--- src/rtl/soc_loader_pkg.sv ---
// rtl/soc_loader_pkg.sv - shared state, error and framing types for the IMEM UART loader
package soc_loader_pkg;

   typedef enum logic [2:0] {IDLE, ADDR, LEN, DATA, CSUM} ldr_state_t;

   typedef enum logic [1:0] {ERR_NONE, ERR_LEN, ERR_TMO, ERR_CSUM} ldr_err_t;

   localparam logic [7:0] LDR_MAGIC_DEF = 8'hA5;

endpackage

--- src/rtl/imem_uart_loader_tmo.sv ---
// rtl/imem_uart_loader_tmo.sv - inter-byte gap timeout counter for UART-fed stages
// TIMEOUT_CYC of 0 removes the counter and expire stays low.
module imem_uart_loader_tmo #(
   parameter int TIMEOUT_CYC = 100000
) (
   input  logic clk,
   input  logic arst_n,
   input  logic run,
   input  logic kick,
   output logic expire
);

   localparam int CW = (TIMEOUT_CYC > 0) ? $clog2(TIMEOUT_CYC + 1) : 1;

   generate
      if (TIMEOUT_CYC > 0) begin : g_tmo
         logic [CW-1:0] cnt_q;
         logic [CW-1:0] cnt_d;

         always_comb begin
            cnt_d = cnt_q + 1'b1;
            if (!run || kick) cnt_d = '0;
         end

         always_ff @(posedge clk) begin
            if (!arst_n) cnt_q <= '0;
            else         cnt_q <= cnt_d;
         end

         // Fires on the TIMEOUT_CYC-th quiet cycle; a kick in that cycle wins.
         assign expire = run && !kick && (cnt_q == CW'(TIMEOUT_CYC - 1));
      end else begin : g_off
         assign expire = 1'b0;
      end
   endgenerate

endmodule

--- src/rtl/imem_uart_loader.sv ---
// rtl/imem_uart_loader.sv - framed UART byte stream to IMEM word writes, holds CPU in reset while loading
// IMEM_UART_LOADER_CSUM_EN adds the trailing checksum byte and its check.
module imem_uart_loader
   import soc_loader_pkg::*;
#(
   parameter logic [7:0] MAGIC       = LDR_MAGIC_DEF,
   parameter int         MAX_WORDS   = 8192,
   parameter int         TIMEOUT_CYC = 100000
) (
   input  logic        clk,
   input  logic        arst_n,
   input  logic        rx_vld,
   input  logic [7:0]  rx_dat,
   output logic        imem_we,
   output logic [29:0] imem_waddr,
   output logic [31:0] imem_wdat,
   output logic        cpu_hold,
   output logic        busy,
   output logic        done,
   output logic        err,
   output logic [1:0]  err_code
);

   localparam logic [16:0] MAX_W = 17'(MAX_WORDS);

   ldr_state_t  state_q;
   ldr_err_t    err_code_q;
   logic [1:0]  b_q;
   logic [29:0] addr_q;
   logic [29:0] addr_d;
   logic [15:0] len_q;
   logic [15:0] len_d;
   logic [31:0] word_q;
   logic [31:0] word_d;
   logic        we_q;
   logic [29:0] waddr_q;
   logic [31:0] wdat_q;
   logic        busy_q;
   logic        hold_q;
   logic        done_q;
   logic        done_pend_q;
   logic        err_q;
   logic        tmo_expire;
`ifdef IMEM_UART_LOADER_CSUM_EN
   logic [7:0]  csum_q;
`endif

   imem_uart_loader_tmo #(
      .TIMEOUT_CYC(TIMEOUT_CYC)
   ) u_tmo (
      .clk   (clk),
      .arst_n(arst_n),
      .run   (state_q != IDLE),
      .kick  (rx_vld),
      .expire(tmo_expire)
   );

   // Little-endian field assembly: byte b lands at bits [8b+7:8b].
   always_comb begin
      addr_d = addr_q;
      case (b_q)
         2'd0:    addr_d[7:0]   = rx_dat;
         2'd1:    addr_d[15:8]  = rx_dat;
         2'd2:    addr_d[23:16] = rx_dat;
         default: addr_d[29:24] = rx_dat[5:0];
      endcase
   end

   always_comb begin
      word_d = word_q;
      word_d[{b_q, 3'b000} +: 8] = rx_dat;
   end

   assign len_d = {rx_dat, len_q[7:0]};

   always_ff @(posedge clk) begin
      if (!arst_n) begin
         state_q     <= IDLE;
         b_q         <= '0;
         addr_q      <= '0;
         len_q       <= '0;
         word_q      <= '0;
         we_q        <= 1'b0;
         waddr_q     <= '0;
         wdat_q      <= '0;
         busy_q      <= 1'b0;
         hold_q      <= 1'b0;
         done_q      <= 1'b0;
         done_pend_q <= 1'b0;
         err_q       <= 1'b0;
         err_code_q  <= ERR_NONE;
`ifdef IMEM_UART_LOADER_CSUM_EN
         csum_q      <= '0;
`endif
      end else begin
         we_q        <= 1'b0;
         done_q      <= done_pend_q;
         done_pend_q <= 1'b0;
         if (tmo_expire) begin
            state_q    <= IDLE;
            b_q        <= '0;
            busy_q     <= 1'b0;
            hold_q     <= 1'b0;
            err_q      <= 1'b1;
            err_code_q <= ERR_TMO;
         end else if (rx_vld) begin
            case (state_q)
               IDLE: begin
                  if (rx_dat == MAGIC) begin
                     state_q    <= ADDR;
                     b_q        <= '0;
                     busy_q     <= 1'b1;
                     hold_q     <= 1'b1;
                     err_q      <= 1'b0;
                     err_code_q <= ERR_NONE;
`ifdef IMEM_UART_LOADER_CSUM_EN
                     csum_q     <= '0;
`endif
                  end
               end
               ADDR: begin
`ifdef IMEM_UART_LOADER_CSUM_EN
                  csum_q <= csum_q + rx_dat;
`endif
                  addr_q <= addr_d;
                  b_q    <= b_q + 2'd1;
                  if (b_q == 2'd3) state_q <= LEN;
               end
               LEN: begin
`ifdef IMEM_UART_LOADER_CSUM_EN
                  csum_q <= csum_q + rx_dat;
`endif
                  if (b_q == 2'd0) begin
                     len_q <= {8'h00, rx_dat};
                     b_q   <= 2'd1;
                  end else begin
                     len_q <= len_d;
                     b_q   <= '0;
                     if ({1'b0, len_d} > MAX_W) begin
                        state_q    <= IDLE;
                        busy_q     <= 1'b0;
                        hold_q     <= 1'b0;
                        err_q      <= 1'b1;
                        err_code_q <= ERR_LEN;
                     end else if (len_d == 16'd0) begin
`ifdef IMEM_UART_LOADER_CSUM_EN
                        state_q <= CSUM;
`else
                        state_q <= IDLE;
                        busy_q  <= 1'b0;
                        hold_q  <= 1'b0;
                        done_q  <= 1'b1;
`endif
                     end else begin
                        state_q <= DATA;
                     end
                  end
               end
               DATA: begin
`ifdef IMEM_UART_LOADER_CSUM_EN
                  csum_q <= csum_q + rx_dat;
`endif
                  word_q <= word_d;
                  b_q    <= b_q + 2'd1;
                  if (b_q == 2'd3) begin
                     we_q    <= 1'b1;
                     waddr_q <= addr_q;
                     wdat_q  <= word_d;
                     addr_q  <= addr_q + 30'd1;
                     len_q   <= len_q - 16'd1;
                     if (len_q == 16'd1) begin
`ifdef IMEM_UART_LOADER_CSUM_EN
                        state_q <= CSUM;
`else
                        // done trails the final write by one cycle
                        state_q     <= IDLE;
                        busy_q      <= 1'b0;
                        hold_q      <= 1'b0;
                        done_pend_q <= 1'b1;
`endif
                     end
                  end
               end
`ifdef IMEM_UART_LOADER_CSUM_EN
               CSUM: begin
                  state_q <= IDLE;
                  busy_q  <= 1'b0;
                  hold_q  <= 1'b0;
                  if (rx_dat == csum_q) begin
                     done_q <= 1'b1;
                  end else begin
                     err_q      <= 1'b1;
                     err_code_q <= ERR_CSUM;
                  end
               end
`endif
               default: begin
                  state_q <= IDLE;
                  busy_q  <= 1'b0;
                  hold_q  <= 1'b0;
               end
            endcase
         end
      end
   end

   assign imem_we    = we_q;
   assign imem_waddr = waddr_q;
   assign imem_wdat  = wdat_q;
   assign cpu_hold   = hold_q;
   assign busy       = busy_q;
   assign done       = done_q;
   assign err        = err_q;
   assign err_code   = err_code_q;

endmodule

--- config.mk ---
export PLATFORM = sky130hd
export DESIGN_NAME = imem_uart_loader
export DESIGN_NICKNAME = d
export VERILOG_FILES = /design/src/rtl/soc_loader_pkg.sv /design/src/rtl/imem_uart_loader_tmo.sv /design/src/rtl/imem_uart_loader.sv
export SDC_FILE = /design/constraint.sdc
export NUM_CORES = 1
export LEC_CHECK = 0
export CELL_PAD_IN_SITES_DETAIL_PLACEMENT = 1
export CELL_PAD_IN_SITES_GLOBAL_PLACEMENT = 2
export CORE_MARGIN = 5
export CORE_UTILIZATION = 30
export DETAILED_ROUTE_END_ITERATION = 6
export PLACE_DENSITY_LB_ADDON = 0.1
export SYNTH_ARGS = -nofsm -noshare
export SYNTH_HDL_FRONTEND = slang
export SYNTH_SLANG_ARGS = --single-unit
export TNS_END_PERCENT = 1
--- constraint.sdc ---
create_clock -name clk -period 2.2 [get_ports clk]
set_clock_uncertainty 0.05 [all_clocks]
set_input_delay 0.44 -clock clk [delete_from_list [all_inputs] [get_ports clk]]
set_output_delay 0.44 -clock clk [all_outputs]
set_load 0.005 [all_outputs]
After elaboration in Yosys (flattened, before gate mapping) --
Index checks and enable logic that the tools add are counted.
Storage, ports and cells: register bits after elaboration 169, input bits 11, output and inout port bits 69
Operators by class: add/subtract/negate cells 5, order comparisons 1, eq/ne operators 24, shift-type cells 2, mux-type cells 47, bitwise logic cells 6, reductions and logical operators 34
Operators with widths (count):
- 30-bit one-hot mux with 2 select lines | 1
- 5-bit AND reduction | 7
- 32-bit bitwise mux | 1
- 16-bit 2-to-1 mux | 2
- 16-bit one-hot mux with 2 select lines | 1
- 8-bit by 7-bit variable shift with 32-bit output (first input constant) | 1
- 8-bit by 7-bit variable part select with 32-bit output | 1
- 30-bit by 1-bit adder with 30-bit output (second input constant) | 1
- 30-bit 2-to-1 mux | 1
- 8-bit 2-to-1 mux | 3
- 1-bit 2-to-1 mux | 20
- 2-bit != test (second input constant) | 9
- 17-bit by 1-bit adder with 17-bit output (second input constant) | 1
- 17-bit equality test (second input constant) | 1
- 16-bit by 1-bit equality test with 1-bit output (second input constant) | 1
- 16-bit by 14-bit > comparator with 1-bit output (second input constant) | 1
- 16-bit logical NOT | 1
- 16-bit by 1-bit subtractor with 16-bit output (second input constant) | 1
- 3-bit 2-to-1 mux | 5
- 2-bit 2-to-1 mux | 7
- 3-bit != test (second input constant) | 4
- 3-bit one-hot mux with 4 select lines | 1
- 3-bit nonzero test | 3
- 8-bit equality test (second input constant) | 1
- other kinds (27) | 44

Longest topological paths before layout --
Gate-level depths: netlist (run 1).
depth after elaboration 7, depth in mapped cells 8, gate-level depth less buffers 7

Modules after synthesis --
A second synthesis (run 1) with hierarchy kept.
Unflattened totals: cells, all modules 1027, area, all modules 8169.1 um2
By module, submodules not included:
- imem_uart_loader | instances 1, cells each 931, area an instance 7334.5 um2, seq. area each 3022.9 um2
- imem_uart_loader_tmo | instances 1, cells each 96, area an instance 834.6 um2, seq. area each 340.3 um2

Worst setup path before layout (run 1) --
No wires, ideal clock.
path type reg-to-reg, start register b_q[0], end register word_q[0], arrival time 2009 ps, required time 2064 ps, path slack 55 ps, stages on the path, launching flop included 8, buffers on the path 1, cells stage by stage dfxtp_1 > inv_1 > ha_1 > clkbuf_1 > inv_1 > nor4b_2 > a21oi_1 > a211oi_1
Between the ends: word-level cells in the longest chain between the ends 3, elaborated cells on any way between the ends 4, classes of those cells add/sub (1); shift (2); mux (1)
Ends and longest elaborated chain:
- start, declared | line imem_uart_loader.sv:28 | logic [1:0] b_q;
- start signal, assigned | line imem_uart_loader.sv:126 | b_q <= b_q + 2'd1;
- start signal, assigned | line imem_uart_loader.sv:164 | b_q <= b_q + 2'd1;
- 5-bit negation with 7-bit output * | line imem_uart_loader.sv:71 | word_d[{b_q, 3'b000} +: 8] = rx_dat;
- 8-bit by 7-bit variable part select with 32-bit output or 8-bit by 7-bit variable shift with 32-bit output (tied branches) | line imem_uart_loader.sv:71
- 32-bit bitwise mux * | line imem_uart_loader.sv:71
- end signal, assigned | line imem_uart_loader.sv:163 | word_q <= word_d;
- end, declared | line imem_uart_loader.sv:33 | logic [31:0] word_q;
Mark *: on every way between the ends. The rest lies on a longest branch, timed or not. A chain may end at the register's enable or synchronous reset.

Final worst setup path (run 1) --
start input port rx_dat[1], end register hold_q, in the netlist cpu_hold
Between the ends: word-level cells in the longest chain between the ends 4, elaborated cells on any way between the ends 9, classes of those cells order compare (1); eq/ne (3); mux (3); reduce/logical (2)
Ends and longest elaborated chain:
- start, declared | line imem_uart_loader.sv:13 | input logic [7:0] rx_dat,
- 16-bit by 14-bit > comparator with 1-bit output | line imem_uart_loader.sv:139 | if ({1'b0, len_d} > MAX_W) begin
- 1-bit 2-to-1 mux | line imem_uart_loader.sv:139
- 1-bit 2-to-1 mux | line imem_uart_loader.sv:133 | if (b_q == 2'd0) begin
- 1-bit one-hot mux with 4 select lines | line imem_uart_loader.sv:107 | case (state_q)
- end signal, assigned | line imem_uart_loader.sv:103 | hold_q <= 1'b0;
- end signal, assigned | line imem_uart_loader.sv:113 | hold_q <= 1'b1;
- end signal, assigned | line imem_uart_loader.sv:142 | hold_q <= 1'b0;
- end, declared | line imem_uart_loader.sv:39 | logic hold_q;
Several ways; a longest one is shown, not always the timed one. The select of a mux whose other input is x is not followed.

==> impl_summary.md, run 1 <==
Job
The max-cap check violation count is 0.

Critical path
On the worst path, the slowest cell contributes a delay of 600 ps. For the worst setup path, the data required time is 2490 ps. The category of the critical setup timing path is in -> reg. The kind of start point of the critical path is a primary input. The signal on the critical path passes through clkdlybuf4s50_1, or4_4, nand4b_4, mux2_4, and2_4, a211oi_1. On the critical path, the stage with the largest delay is an instance of or4_4. The buffers plus inverters on the worst setup path is 1. Broken down by cell family, the worst path's largest delay share belongs to simple AND/OR/NAND/NOR gates. The arrival time at the worst endpoint is 2420 ps. The biggest fanout along the worst timing path is 3. The worst setup path is captured at a flop.

Placed design
During placement, the flow inserted port buffers numbering 79. Routability-driven placement finished with a final weighted congestion of 0.797. The HPWL after detailed placement is 19000 um.

Before CTS, the worst setup slack after placement is -388 ps.

Layout
Counting the fill cells in the layout gives 3188. The diode insertion count for antenna repair is 0. In the final design database the tool counted 1156 nets. The post-route netlist has 15.1% of its cells at a drive strength greater than 1. The multi-input gate area in the final layout is 0.00437 mm2. From synthesis to final layout, the design area changed by 29.8%. Across the whole layout, storage elements account for 0.00337 mm2.

Clocking
For the worst-skew pair, the clock arrives at the later sink with an insertion delay of 430 ps. The number of clock buffers added by TritonCTS is 17. Clock-pin slew was measured on the worst setup and hold paths at 70 ps.

The hold buffer count at CTS is 0. The maximum level of the CTS H-tree is 4. The buffer depth of the longest clock path is 2. The number of buffers inserted by post-CTS setup repair is 0. Counting every sink on the clock net gives 168.

TritonCTS built the clock tree. The tree is rooted in a clkbuf_16.

Routing
Dividing the detail-routed via count by the number of cells gives 5.20. Once detail routing completed, the nets flagged for antenna violations numbered 0. For this run, design rule violations remaining after detail routing come to 0. The first detailed-routing pass took 4 iterations. After detailed routing, the average wire length per cell comes to 18.1 um. The final route contains 7727 vias. The total wirelength of the detailed-routed design is 26900 um. After the first detailed-routing iteration, the DRC count stood at 275.

Floorplan
The row count is 60. The die is 174 um tall. The area of the die is 0.0303 mm2. The initial standard-cell utilization of the core is 30.2%.

During I/O placement, the number of pins put on the boundary was 80. The floorplan step defined a core boundary enclosing 0.0267 mm2. The chip width is 174 um.

Global routing
The wire length of the first global-routing pass is 43100 um. The pin count of the biggest net entering global routing is 77. The initial antenna violation count is 0. The total overflow left after global routing is 0. The number of global-route vias before repair is 7725.

Global routing consumed, over all layers together, 17.5% of the routing resources.

Synth
After synthesis, flip-flops and latches occupy 41.7% of the total area. By area the synthesized netlist is led by dfxtp_1 (42%), a21oi_1 (6.7%), a211oi_1 (6.3%). The synthesized area divided by synthesized cell count is 7.99 um2.

The number of enable flip-flop cells after synthesis is 0. The number of warnings reported in the yosys synthesis log is 0. The net count after synthesis is 1032. The portion of synthesized cell area occupied by the leading cell type is 41.7%. The area of the mapped netlist is 0.00807 mm2. The share of flip-flops with an asynchronous set or reset is 0%.

The number of unique standard cell types used by synthesis is 71. By count the netlist is led by dfxtp_1 (168), nor2_1 (131), nand2_1 (121), a21oi_1 (108), a211oi_1 (68). The synthesized instance count is 1009. Synthesis inferred 168 register bits. By instance count, the leading cell after synthesis is dfxtp_1. Among all flip-flop cells after synthesis, the most frequent one is dfxtp_1. The dominant cell type by area after synthesis is dfxtp_1.

STA
The number of hold violations in the final report was 0. The smallest clock period supported by the final layout is computed as 2130 ps. At the pin with the least slew margin, the transition time is 466 ps.

For this run, the top clock speed supported by timing is 470 MHz. The number of failing setup endpoints in the final timing report is 0. The worst-case setup margin in the final layout is 74.4 ps. Measured against its own limit, the worst slew margin works out to 68.7%.

Setup repair after global routing left no endpoint under its margin. The max-slew violation count is 0. Setup total negative slack on the finished layout was measured at 0 ps. The final critical path takes up 96.6% of the cycle.

Worst hold path
The path category of the worst min-delay check is reg -> reg.

Power and ir drop
Across the VDD grid, the largest voltage drop is 0.000425 V. The standby leakage power is 3.58 nW. The power per cell area is 610 mW/mm2.

Status
The flow ran to the end, and the final reports show no timing, DRC or antenna violations.
[per-stage QoR]
step | instance area (um2) | util [%] | std cells | hold slack (ps) | power [mW]
after floorplan | 8070 | - | 1009 | 363 | 3.21
after global placement | 9850 | 36.9 | 1455 | 380 | 3.33
after detailed placement | 9850 | 36.9 | 1455 | 388 | 3.33
after CTS | 10500 | 39.1 | 1487 | 401 | 6.48
after global routing | 10500 | 39.2 | 1487 | 418 | 6.64
final | 10500 | 39.2 | 1487 | 394 | 6.39
[logic make-up (layout without fill, tap and decap cells)]
| family | Yosys count | count (layout) | synth area share [%] |
|---|---|---|---|
| and+or+nand+nor | 415 | 415 | 25.3 |
| AOI/OAI and AO/OA | 309 | 309 | 24.8 |
| DFF | 168 | 168 | 41.7 |
| buffers and inverters | 89 | 226 | 4.44 |
| adders and majority gates | 12 | 12 | 1.86 |
| xor gates and xnor gates | 11 | 11 | 1.19 |
| muxes | 5 | 5 | 0.682 |
[path summary, 6_finish.rpt]
kind	start	to	slack [ps]	depth (start not counted)
max reg2reg	len_q[4]$_SDFFE_PN0P_	len_q[14]$_SDFFE_PN0P_	110	5
min	u_tmo.g_tmo.cnt_q[0]$_SDFF_PP0_	u_tmo.g_tmo.cnt_q[0]$_SDFF_PP0_	390	1
max	rx_dat[1]	cpu_hold$_SDFFE_PP0P_	70	6
min reg2reg	u_tmo.g_tmo.cnt_q[0]$_SDFF_PP0_	u_tmo.g_tmo.cnt_q[0]$_SDFF_PP0_	390	1
[timing repair]
| item | CTS | global route |
|---|---|---|
| pin swaps | 0 | 1 |
| setup endpoints to repair | 1 | 7 |
| resized for setup | 3 | 3 |
[cell type report]
cell class | instances | share of cell area, %
clock buffers | 17 | 4.06
clock inverters | 15 | 1.69
inverters | 14 | 0.514
multi-input cells | 752 | 41.7
flip-flops and latches | 168 | 32.2
well taps | 341 | 4.08
repair buffers | 180 | 15.8
[cell usage in the layout (no fill, tap or decap), types with 4 or more instances in the layout]
cell	netlist	final
inv_6	0	5
o31ai_1	4	4
clkbuf_16	0	17
a31oi_1	14	14
ha_1	12	11
a21boi_0	4	4
inv_1	13	13
o21a_1	6	6
nand3_1	25	25
and4_1	7	7
nor3_1	14	14
inv_8	0	4
o31a_1	5	5
a311oi_1	5	5
and3_1	16	15
nor4_1	8	7
a22oi_1	5	5
buf_12	0	8
or3_1	5	5
o21ai_0	50	50
nand4_1	13	13
nand2_1	121	120
or4_1	4	4
xor2_1	4	4
clkdlybuf4s50_1	0	78
xnor2_1	7	7
and2_1	9	9
a21oi_1	108	108
mux2i_1	4	4
a211oi_1	68	68
a32o_1	4	4
nor2_1	131	130
nor2b_1	37	37
o221a_2	8	8
or2_2	4	4
dfxtp_1	168	165
buf_4	1	93
[flip-flops by register name, summed over array words and instances, names as in the netlist, 2 cells and up]
register and flops:
imem_waddr 30, len_q 16, state_q 2, err_code 2, b_q 2, imem_wdat 32
u_tmo.g_tmo.cnt_q 17, addr_q 30, word_q 32
[power by group]
part / total [mW] / switching (mW) / internal [mW]
clock: 3.13 / 1.50 / 1.63
combinational: 0.214 / 0.142 / 0.0713
sequential: 3.04 / 0.000479 / 3.04
[metal layers]
layer	track usage, %	vias up	part of all wire [%]
li1	-	3866	-
met4	3.86	0	1.2
met5	0	-	0
met1	22.9	3756	48
met3	3.11	16	2.5
met2	30.3	89	49
Note: power is estimated with default switching activity, not from simulation.
==> run 2, diff against run 1 <==
--- a/config.mk
+++ b/config.mk
@@ -9,6 +9,7 @@
 export CELL_PAD_IN_SITES_GLOBAL_PLACEMENT = 2
 export CORE_MARGIN = 5
 export CORE_UTILIZATION = 30
+export CTS_CLUSTER_SIZE = 28
 export DETAILED_ROUTE_END_ITERATION = 6
 export PLACE_DENSITY_LB_ADDON = 0.1
 export SYNTH_ARGS = -nofsm -noshare
==> results of run 2 <==
No change in the layout: final DEF, timing and power equal those of run 1.
